$ cat src/rtl/pipe_ctrl_pkg.sv
// Shared types, forwarding-select encodings and helpers for the pipeline hazard controller.
// Also holds the sizing function for the occupancy counter.
package pipe_ctrl_pkg;

  typedef enum logic [1:0] {
    ST_RUN       = 2'd0,
    ST_MD_BUSY   = 2'd1,
    ST_SYS_DRAIN = 2'd2
  } ctrl_state_e;

  localparam logic [1:0] FWD_RF  = 2'b00;
  localparam logic [1:0] FWD_WB  = 2'b01;
  localparam logic [1:0] FWD_MEM = 2'b10;

  function automatic int max3(input int a, input int b, input int c);
    int m;
    m = (a > b) ? a : b;
    return (m > c) ? m : c;
  endfunction

  // The counter must hold the largest latency value.
  function automatic int cnt_width(input int mult_lat, input int div_lat, input int drain_lat);
    return $clog2(max3(mult_lat, div_lat, drain_lat) + 1);
  endfunction

  // $zero is hard-wired, so a write to register 0 never creates a dependency.
  function automatic logic reg_match(input logic [4:0] dst, input logic [4:0] src);
    return (dst != 5'd0) && (dst == src);
  endfunction

endpackage

$ cat src/rtl/pipe_hazard_ctrl_fwd_unit.sv
// Purely combinational forwarding selects and data-hazard detection.
// Covers load-use and branch-compare hazards.
module fwd_unit
  import pipe_ctrl_pkg::*;
(
  input  logic [4:0] rs_d,
  input  logic [4:0] rt_d,
  input  logic [4:0] rs_e,
  input  logic [4:0] rt_e,
  input  logic [4:0] write_reg_e,
  input  logic [4:0] write_reg_m,
  input  logic [4:0] write_reg_w,
  input  logic       reg_write_e,
  input  logic       reg_write_m,
  input  logic       reg_write_w,
  input  logic       mem_to_reg_e,
  input  logic       mem_to_reg_m,
  input  logic       branch_d,
  output logic [1:0] fwd_a_e,
  output logic [1:0] fwd_b_e,
  output logic       fwd_a_d,
  output logic       fwd_b_d,
  output logic       lwstall,
  output logic       brstall
);

  // M holds the younger result, so it wins over W.
  function automatic logic [1:0] e_sel(input logic [4:0] src,
                                       input logic       wr_m,
                                       input logic [4:0] dst_m,
                                       input logic       wr_w,
                                       input logic [4:0] dst_w);
    logic [1:0] sel;
    sel = FWD_RF;
    if (wr_m && reg_match(dst_m, src)) begin
      sel = FWD_MEM;
    end else if (wr_w && reg_match(dst_w, src)) begin
      sel = FWD_WB;
    end
    return sel;
  endfunction

  logic e_hits_d;
  logic m_hits_d;

  // NOTE: every always_comb output gets a default before any branch so no latch is inferred.
  always_comb begin
    fwd_a_e  = e_sel(rs_e, reg_write_m, write_reg_m, reg_write_w, write_reg_w);
    fwd_b_e  = e_sel(rt_e, reg_write_m, write_reg_m, reg_write_w, write_reg_w);
    fwd_a_d  = reg_write_m && reg_match(write_reg_m, rs_d);
    fwd_b_d  = reg_write_m && reg_match(write_reg_m, rt_d);

    e_hits_d = reg_match(write_reg_e, rs_d) || reg_match(write_reg_e, rt_d);
    m_hits_d = reg_match(write_reg_m, rs_d) || reg_match(write_reg_m, rt_d);

    lwstall  = mem_to_reg_e && e_hits_d;
    // The branch compares in D, so it waits for any E result and for a load still in M.
    brstall  = branch_d && ((reg_write_e && e_hits_d) || (mem_to_reg_m && m_hits_d));
  end

endmodule

$ cat src/rtl/pipe_hazard_ctrl.sv
// Hazard, forwarding and stall sequencer for the 5-stage MIPS pipeline.
// Tracks mult/div occupancy and syscall drain, holding the front end until each completes.
module pipe_hazard_ctrl
  import pipe_ctrl_pkg::*;
#(
  parameter int MULT_LAT  = 4,
  parameter int DIV_LAT   = 32,
  parameter int DRAIN_LAT = 2
) (
  input  logic       clk,
  input  logic       rst,
  input  logic [4:0] rs_d,
  input  logic [4:0] rt_d,
  input  logic [4:0] rs_e,
  input  logic [4:0] rt_e,
  input  logic [4:0] write_reg_e,
  input  logic [4:0] write_reg_m,
  input  logic [4:0] write_reg_w,
  input  logic       reg_write_e,
  input  logic       reg_write_m,
  input  logic       reg_write_w,
  input  logic       mem_to_reg_e,
  input  logic       mem_to_reg_m,
  input  logic       branch_d,
  input  logic       md_use_d,
  input  logic       md_start_e,
  input  logic       md_is_div,
  input  logic       syscall_e,
  output logic       stall_f,
  output logic       stall_d,
  output logic       flush_e,
  output logic       fwd_a_d,
  output logic       fwd_b_d,
  output logic [1:0] fwd_a_e,
  output logic [1:0] fwd_b_e,
  output logic       md_busy,
  output logic       md_done,
  output logic       syscall_go
);

  localparam int CNT_W = cnt_width(MULT_LAT, DIV_LAT, DRAIN_LAT);

  localparam logic [CNT_W-1:0] MULT_LOAD  = CNT_W'(MULT_LAT - 1);
  localparam logic [CNT_W-1:0] DIV_LOAD   = CNT_W'(DIV_LAT - 1);
  localparam logic [CNT_W-1:0] DRAIN_LOAD = CNT_W'(DRAIN_LAT - 1);

  ctrl_state_e      state_q;
  logic [CNT_W-1:0] cnt_q;
  logic             sys_pend_q;

  logic [1:0] fwd_a_e_raw;
  logic [1:0] fwd_b_e_raw;
  logic       fwd_a_d_raw;
  logic       fwd_b_d_raw;
  logic       lwstall;
  logic       brstall;

  fwd_unit u_fwd (
    .rs_d         (rs_d),
    .rt_d         (rt_d),
    .rs_e         (rs_e),
    .rt_e         (rt_e),
    .write_reg_e  (write_reg_e),
    .write_reg_m  (write_reg_m),
    .write_reg_w  (write_reg_w),
    .reg_write_e  (reg_write_e),
    .reg_write_m  (reg_write_m),
    .reg_write_w  (reg_write_w),
    .mem_to_reg_e (mem_to_reg_e),
    .mem_to_reg_m (mem_to_reg_m),
    .branch_d     (branch_d),
    .fwd_a_e      (fwd_a_e_raw),
    .fwd_b_e      (fwd_b_e_raw),
    .fwd_a_d      (fwd_a_d_raw),
    .fwd_b_d      (fwd_b_d_raw),
    .lwstall      (lwstall),
    .brstall      (brstall)
  );

  logic cnt_zero;
  logic in_md;
  logic in_drain;
  logic stall_raw;

  assign cnt_zero  = (cnt_q == '0);
  assign in_md     = (state_q == ST_MD_BUSY);
  assign in_drain  = (state_q == ST_SYS_DRAIN);
  assign stall_raw = lwstall | brstall | (in_md & md_use_d) | in_drain;

  // Outputs are forced to their reset values for the whole time rst is high,
  // including the first cycle before the synchronous reset has taken effect.
  assign stall_f    = ~rst & stall_raw;
  assign stall_d    = ~rst & stall_raw;
  assign flush_e    = rst | stall_raw;
  assign fwd_a_d    = ~rst & fwd_a_d_raw;
  assign fwd_b_d    = ~rst & fwd_b_d_raw;
  assign fwd_a_e    = rst ? FWD_RF : fwd_a_e_raw;
  assign fwd_b_e    = rst ? FWD_RF : fwd_b_e_raw;
  assign md_busy    = ~rst & in_md;
  assign md_done    = ~rst & in_md & cnt_zero;
  assign syscall_go = ~rst & in_drain & cnt_zero;

  // NOTE: sequential state uses non-blocking assignments so every register samples pre-edge values.
  always_ff @(posedge clk) begin
    if (rst) begin
      state_q    <= ST_RUN;
      cnt_q      <= '0;
      sys_pend_q <= 1'b0;
    end else begin
      unique case (state_q)
        ST_RUN: begin
          if (syscall_e) begin
            state_q <= ST_SYS_DRAIN;
            cnt_q   <= DRAIN_LOAD;
          end else if (md_start_e) begin
            state_q <= ST_MD_BUSY;
            cnt_q   <= md_is_div ? DIV_LOAD : MULT_LOAD;
          end
        end
        ST_MD_BUSY: begin
          // A syscall passing E now is remembered and drained once the unit frees up.
          if (cnt_zero) begin
            if (sys_pend_q || syscall_e) begin
              state_q    <= ST_SYS_DRAIN;
              cnt_q      <= DRAIN_LOAD;
              sys_pend_q <= 1'b0;
            end else begin
              state_q <= ST_RUN;
            end
          end else begin
            cnt_q <= cnt_q - CNT_W'(1);
            if (syscall_e) begin
              sys_pend_q <= 1'b1;
            end
          end
        end
        ST_SYS_DRAIN: begin
          if (cnt_zero) begin
            state_q <= ST_RUN;
          end else begin
            cnt_q <= cnt_q - CNT_W'(1);
          end
        end
        default: begin
          state_q <= ST_RUN;
          cnt_q   <= '0;
        end
      endcase
    end
  end

endmodule

$ cat config.mk
export PLATFORM = sky130hd
export DESIGN_NAME = pipe_hazard_ctrl
export DESIGN_NICKNAME = d
export VERILOG_FILES = /design/src/rtl/pipe_ctrl_pkg.sv /design/src/rtl/pipe_hazard_ctrl_fwd_unit.sv /design/src/rtl/pipe_hazard_ctrl.sv
export SDC_FILE = /design/constraint.sdc
export NUM_CORES = 1
export LEC_CHECK = 0
export CORE_ASPECT_RATIO = 1.1
export CORE_MARGIN = 2
export CORE_UTILIZATION = 25
export CTS_CLUSTER_SIZE = 12
export DETAILED_ROUTE_END_ITERATION = 10
export SETUP_SLACK_MARGIN = 0.15
export SLEW_MARGIN = 20
export SYNTH_ARGS = -nofsm -noshare
export SYNTH_HDL_FRONTEND = slang
export SYNTH_HIERARCHICAL = 1
export SYNTH_SLANG_ARGS = --single-unit
$ cat constraint.sdc
create_clock -name clk -period 2.8 [get_ports clk]
set_input_delay 0.42 -clock clk [delete_from_list [all_inputs] [get_ports clk]]
set_output_delay 0.42 -clock clk [all_outputs]
set_load 0.005 [all_outputs]
# Yosys cells after proc, flatten, opt, wreduce, memory -nomap -nowiden
# Cells that the tools add are included.
# W data, S select, Z words.
# totals
register_bits	9
latch_bits	0
ramBits	0
romBits	0
input_bits	47
wordCells	86
mem_count	0
# classes
add_sub_neg	1
n_mul	0
div	0
order_cmp	0
n_eq_ne	16
shifts	0
mux	22
bitwise	13
reduce_logical	31
# ops
cell	count
$eq A5 B5 Y1	8
$mux W6	5
$logic_and A1 B1 Y1	18
$mux W2	9
$pmux W6 S3	1
$reduce_bool A5 Y1	3
$reduce_and A3 Y1	3
$and A1 B1 Y1	8
$logic_not A6 Y1	1
$ne A2 B2 Y1 const B	3
$pmux W2 S3	1
$sub A6 B1 Y6 const B	1
$mux W1	5
$mux W5	1
$logic_or A1 B1 Y1	4
$or A1 B1 Y1	4
$ne A3 B2 Y1 const B	1
$ne A3 B3 Y1 const B	1
$eq A2 B1 Y1 const B	1
$eq A2 B2 Y1 const B	1
$logic_not A2 Y1	1
$ne A2 B1 Y1 const B	1
$reduce_bool A2 Y1	1
$not A1 Y1	1

# Longest topological paths before layout
# Gate-level depths: netlist of the first run.
# depth
depth_word	10
ltp_mapped	9
ltp_nobuf	7

# Modules after synthesis
# The synthesis of the first run kept the hierarchy.
# modules_own_cells
mod	instances	cells_each	area_per_inst_um2	seq_area_each_um2
pipe_hazard_ctrl	1	94	726.9	180.2
fwd_unit	1	76	569.3	0.0

# Least setup slack after synthesis of the first run
# No wires, ideal clock.
# synth_path
path_kind	input to output
from	in write_reg_e[1]
to	out stall_f
t_arrival_ns	1.896
t_required_ns	2.380
setup_slack_ns	0.484
cell_stages	6
n_path_buf	1
cell_sequence	or4_1 > o211ai_1 > o21ai_0 > a2111oi_0 > nor2_1 > buf_4
# synth_via
elab_chain_cells	10
word_cells_on_any_way	14
cone_classes	eq/ne (2); bitwise (4); reduce/logical (8)
# synth_lines
element	line	text
from (decl)	pipe_hazard_ctrl.sv:16	input logic [4:0] write_reg_e,
$eq A5 B5 Y1 / $reduce_bool A5 Y1 (equally long branches)	pipe_ctrl_pkg.sv:28	return (dst != 5'd0) && (dst == src);
$logic_and A1 B1 Y1	pipe_ctrl_pkg.sv:28	
$logic_or A1 B1 Y1 (*)	pipe_hazard_ctrl_fwd_unit.sv:53	e_hits_d = reg_match(write_reg_e, rs_d) || reg_match(write_reg_e, rt_d);
$logic_and A1 B1 Y1 (*)	pipe_hazard_ctrl_fwd_unit.sv:58	brstall = branch_d && ((reg_write_e && e_hits_d) || (mem_to_reg_m && m_hits_d));
$logic_or A1 B1 Y1 (*)	pipe_hazard_ctrl_fwd_unit.sv:58	
$logic_and A1 B1 Y1 (*)	pipe_hazard_ctrl_fwd_unit.sv:58	
via brstall	pipe_hazard_ctrl.sv:56	logic brstall;
$or A1 B1 Y1 (*) (3 in a row)	pipe_hazard_ctrl.sv:88	assign stall_raw = lwstall | brstall | (in_md & md_use_d) | in_drain;
$and A1 B1 Y1 (*)	--	
to (decl)	pipe_hazard_ctrl.sv:29	output logic stall_f,
# Mark *: on every way through the listed nets, which the timed path passes. The rest lies on a longest branch.

# Worst setup path in the final report of the first run
# layout_path
from	in rs_e[2]
to	out fwd_a_e[0]
# layout_via
elab_chain_cells	6
word_cells_on_any_way	9
cone_classes	eq/ne (2); mux (3); reduce/logical (4)
# layout_lines
element	line	text
from (decl)	pipe_hazard_ctrl.sv:14	input logic [4:0] rs_e,
$eq A5 B5 Y1	pipe_ctrl_pkg.sv:28	
$logic_and A1 B1 Y1	pipe_ctrl_pkg.sv:28	
$logic_and A1 B1 Y1	pipe_hazard_ctrl_fwd_unit.sv:37	end else if (wr_w && reg_match(dst_w, src)) begin
$mux W1	pipe_hazard_ctrl_fwd_unit.sv:37	
$mux W2 (*)	pipe_hazard_ctrl_fwd_unit.sv:35	if (wr_m && reg_match(dst_m, src)) begin
via fwd_a_e_raw[0]	pipe_hazard_ctrl.sv:51	logic [1:0] fwd_a_e_raw;
$mux W2 (*)	pipe_hazard_ctrl.sv:97	assign fwd_a_e = rst ? FWD_RF : fwd_a_e_raw;
to (decl)	pipe_hazard_ctrl.sv:34	output logic [1:0] fwd_a_e,
# Marks and branches as above.

==> flow_summary.yaml, run 1 <==
worst_setup_path:
  start_kind: "input port"
  r2r-end: "cnt_q[2]$_SDFFE_PP0P_"
  critPathMaxFanout: 2
  crit_type: "in2out"
  ff2ff_setup_slack_ns: 0.65
  cp.required_ns: 2.38
  reg2reg_depth: 7
  rr_startpoint: "cnt_q[0]$_SDFFE_PP0P_"
  cp.arrival_ns: 2.13
  end_kind: "output port"
cts:
  clock_tree.root_cell: "clkbuf_8"
  hold_buffers: 0
  clkSlewWorstSetupHoldPaths_ns: 0.05
  worstSkewPairLatency_ns: 0.24
  htreeDepth: 1
  cts_made_buffers: 3
  cts_sinks: 9
  clock_path_buffers: 2
  cts_tree: "done"
cells_and_area:
  final_cells: 305
  antenna_cells: 0
  nets: 296
  drive_gt1_frac: 0.198
  synthToLayoutAreaGrowth_pct: 66.1
  mostFrequentLayoutCells: "26 x clkdlybuf4s50_1, 26 x buf_4, 22 x xor2_1"
min_path:
  hold-path-endpoint: "cnt_q[0]$_SDFFE_PP0P_"
  hold_path_startpoint: "cnt_q[0]$_SDFFE_PP0P_"
  hold-path-cell-count: 2
  worstHoldPathType: "reg2reg"
die:
  ios: 59
  initial_core_util: 0.259
  die_w_um: 72.7
  core-area_um2: 5000
  row_count: 27
  chipHeight_um: 79.5
  die-area_um2: 5780
placement:
  io_buffer_count: 58
  place_inst: 298
  gp_congestion: 0.897
  dp_hpwl_um: 3270
global_routing:
  grt_usage: 0.138
  grt_pass1_vias: 1470
  grt_max_degree: 23
  grt_pass1_wl_um: 6490
  antenna_found_initial: 0
  grt-ovfl-total: 0
yosys:
  ys_types: 44
  synth_fp_nets: 218
  synth_warnings: 6
  yosys_most_used_dff: "dfxtp_1"
  muxShareOfSynthArea: 0.00869
  synth_async_sr_flop_share: 0
  synthXorXnorAreaFrac: 0.284
  synth-edff-count: 0
  synth_top_family_by_area: "simple AND/OR/NAND/NOR gates"
  synth_area_leaders: "xor2_1 15%, dfxtp_1 14%, xnor2_1 14%"
  yosys.area.top_type_share: 0.149
  yosysTopAreaCell: "xor2_1"
  synth_area_um2: 1300
  synth_compound_area_frac: 0.177
  synthCells: 170
  ys_ff_latch: 9
  synth.avg_cell_area_um2: 7.62
  synth-simple-area-share: 0.321
  synth-seq-area-share: 0.139
  synthAdderAreaFrac: 0.00965
timing:
  rsz0062_at_grt: "true"
  setup_violations: 0
  fin_crit_ns: 2.55
  worstMarginPinSlew_ns: 0.635
  hold_viol_final: 0
  whs_ns: 0.517
  setup_tns_ns: 0
  report.final.slew_viol_count: 0
  slew_headroom: 0.575
  skew_ns: 0.00116
  fin_crit_sh: 0.909
  max_freq_ghz: 0.393
drt:
  via_count: 1502
  dr.max_layer_used: "met4"
  wl_per_cell_um: 13.0
  first_iter_violations: 76
  finalWirelength_um: 3950
  wl_met3_um: 216
  route.met2.wl_um: 2000
  drcViolationCount: 0
  firstDrtPassIters: 4
  routed_via_density: 4.92
  wl_met1_um: 1690
  antenna_left: 0
flow_run:
  cap_violations: 0
outcome:
  outcome: "finished, final reports clean"
power_and_ir_drop:
  ir_drop_mv: 0.157
  power_density_nw_per_um2: 347
  p_leak_nw: 0.933
  total_power_mw: 0.747
-- report_power, final --
| group | switching [mW] | total, mW | internal [mW] |
|---|---|---|---|
| Sequential | 0.0277 | 0.176 | 0.148 |
| Clock | 0.0569 | 0.157 | 0.0997 |
| Combinational | 0.195 | 0.414 | 0.219 |
| Total | 0.279 | 0.747 | 0.468 |
-- through the flow --
| step | worst slack, ns | area (µm²) | utilization |
|---|---|---|---|
| after floorplan | 0.484 | 1300 | - |
| after global placement | -0.262 | 2060 | 0.412 |
| after detailed placement | -0.271 | 2060 | 0.412 |
| after CTS | 0.151 | 2130 | 0.425 |
| after global routing | 0.125 | 2150 | 0.431 |
| final | 0.254 | 2150 | 0.431 |
-- routing by layer --
layer	GRT usage	vias to the layer above
met4	0.0222	0
li1	-	763
met3	0.0215	7
met5	0	-
met2	0.251	46
met1	0.171	686
-- flip-flops by register name, indices dropped and copies added, names as in the netlist --
| name | cells |
|---|---|
| sys_pend_q | 1 |
| cnt_q | 6 |
| state_q | 2 |
-- worst max path at each step --
stage / from / endpoint / slack (ns) / cells past startpoint
detailed placement: write_reg_e[1] / stall_f / -0.27 / 8
CTS: write_reg_e[0] / stall_f / 0.15 / 10
global route: write_reg_w[1] / fwd_b_e[0] / 0.12 / 7
global placement: write_reg_e[1] / stall_d / -0.26 / 8
finish: rs_e[2] / fwd_a_e[0] / 0.25 / 6
floorplan: write_reg_e[1] / stall_f / 0.48 / 6
-- repair_timing --
item / CTS / global route
pin swaps: 9 / 8
gates cloned: 0 / 0
endpoints found under the setup margin: 10 / 7
resized for setup: 29 / 24
buffers inserted: 3 / 0
-- cell usage after synthesis (all sizes together), types with 2 or more instances --
cell    instances
xor2           22
nor4b           2
nor4            5
nand2b          6
a21oi           9
a311oi          2
dfxtp           9
a211oi          2
nor3b           3
nor2           10
nor2b          10
a31oi           3
nand3           6
o21ai           6
and2            2
inv             4
o21bai          2
buf             9
or4             5
o32ai           2
xnor2          20
clkbuf          2
nor3           10
nand2           6
-- cell type report --
| cell class | instances | area [µm²] |
|---|---|---|
| clock buffers | 4 | 45.0 |
| fillers | 525 | 2850 |
| inverters | 4 | 15.0 |
| multi-input cells | 146 | 1070 |
| flip-flops and latches | 9 | 180 |
| well taps | 58 | 72.6 |
| repair buffers | 84 | 771 |
-- critical path, cell delays in order --
cell and delay (ns):
clkdlybuf4s50_1 0.46, xor2_1 0.18, or4_4 0.53, nor4_2 0.27, nor2b_1 0.15, clkbuf_2 0.12
-- logic make-up after synthesis --
family,count (synthesis)
buffers and inverters,15
XOR/XNOR,42
adder cells (fa/ha/maj),1
AND/OR/NAND/NOR,68
flip-flops,9
AO/OA/AOI/OAI,34
multiplexers,1
Note: power is estimated with default switching activity, not from simulation.
==> run 2, diff against run 1 <==
--- a/config.mk
+++ b/config.mk
@@ -11,7 +11,6 @@
 export CTS_CLUSTER_SIZE = 12
 export DETAILED_ROUTE_END_ITERATION = 10
 export SETUP_SLACK_MARGIN = 0.15
-export SLEW_MARGIN = 20
 export SYNTH_ARGS = -nofsm -noshare
 export SYNTH_HDL_FRONTEND = slang
 export SYNTH_HIERARCHICAL = 1
==> results of run 2 <==
Same layout as run 1: the final DEF is identical, and so are final timing and power.
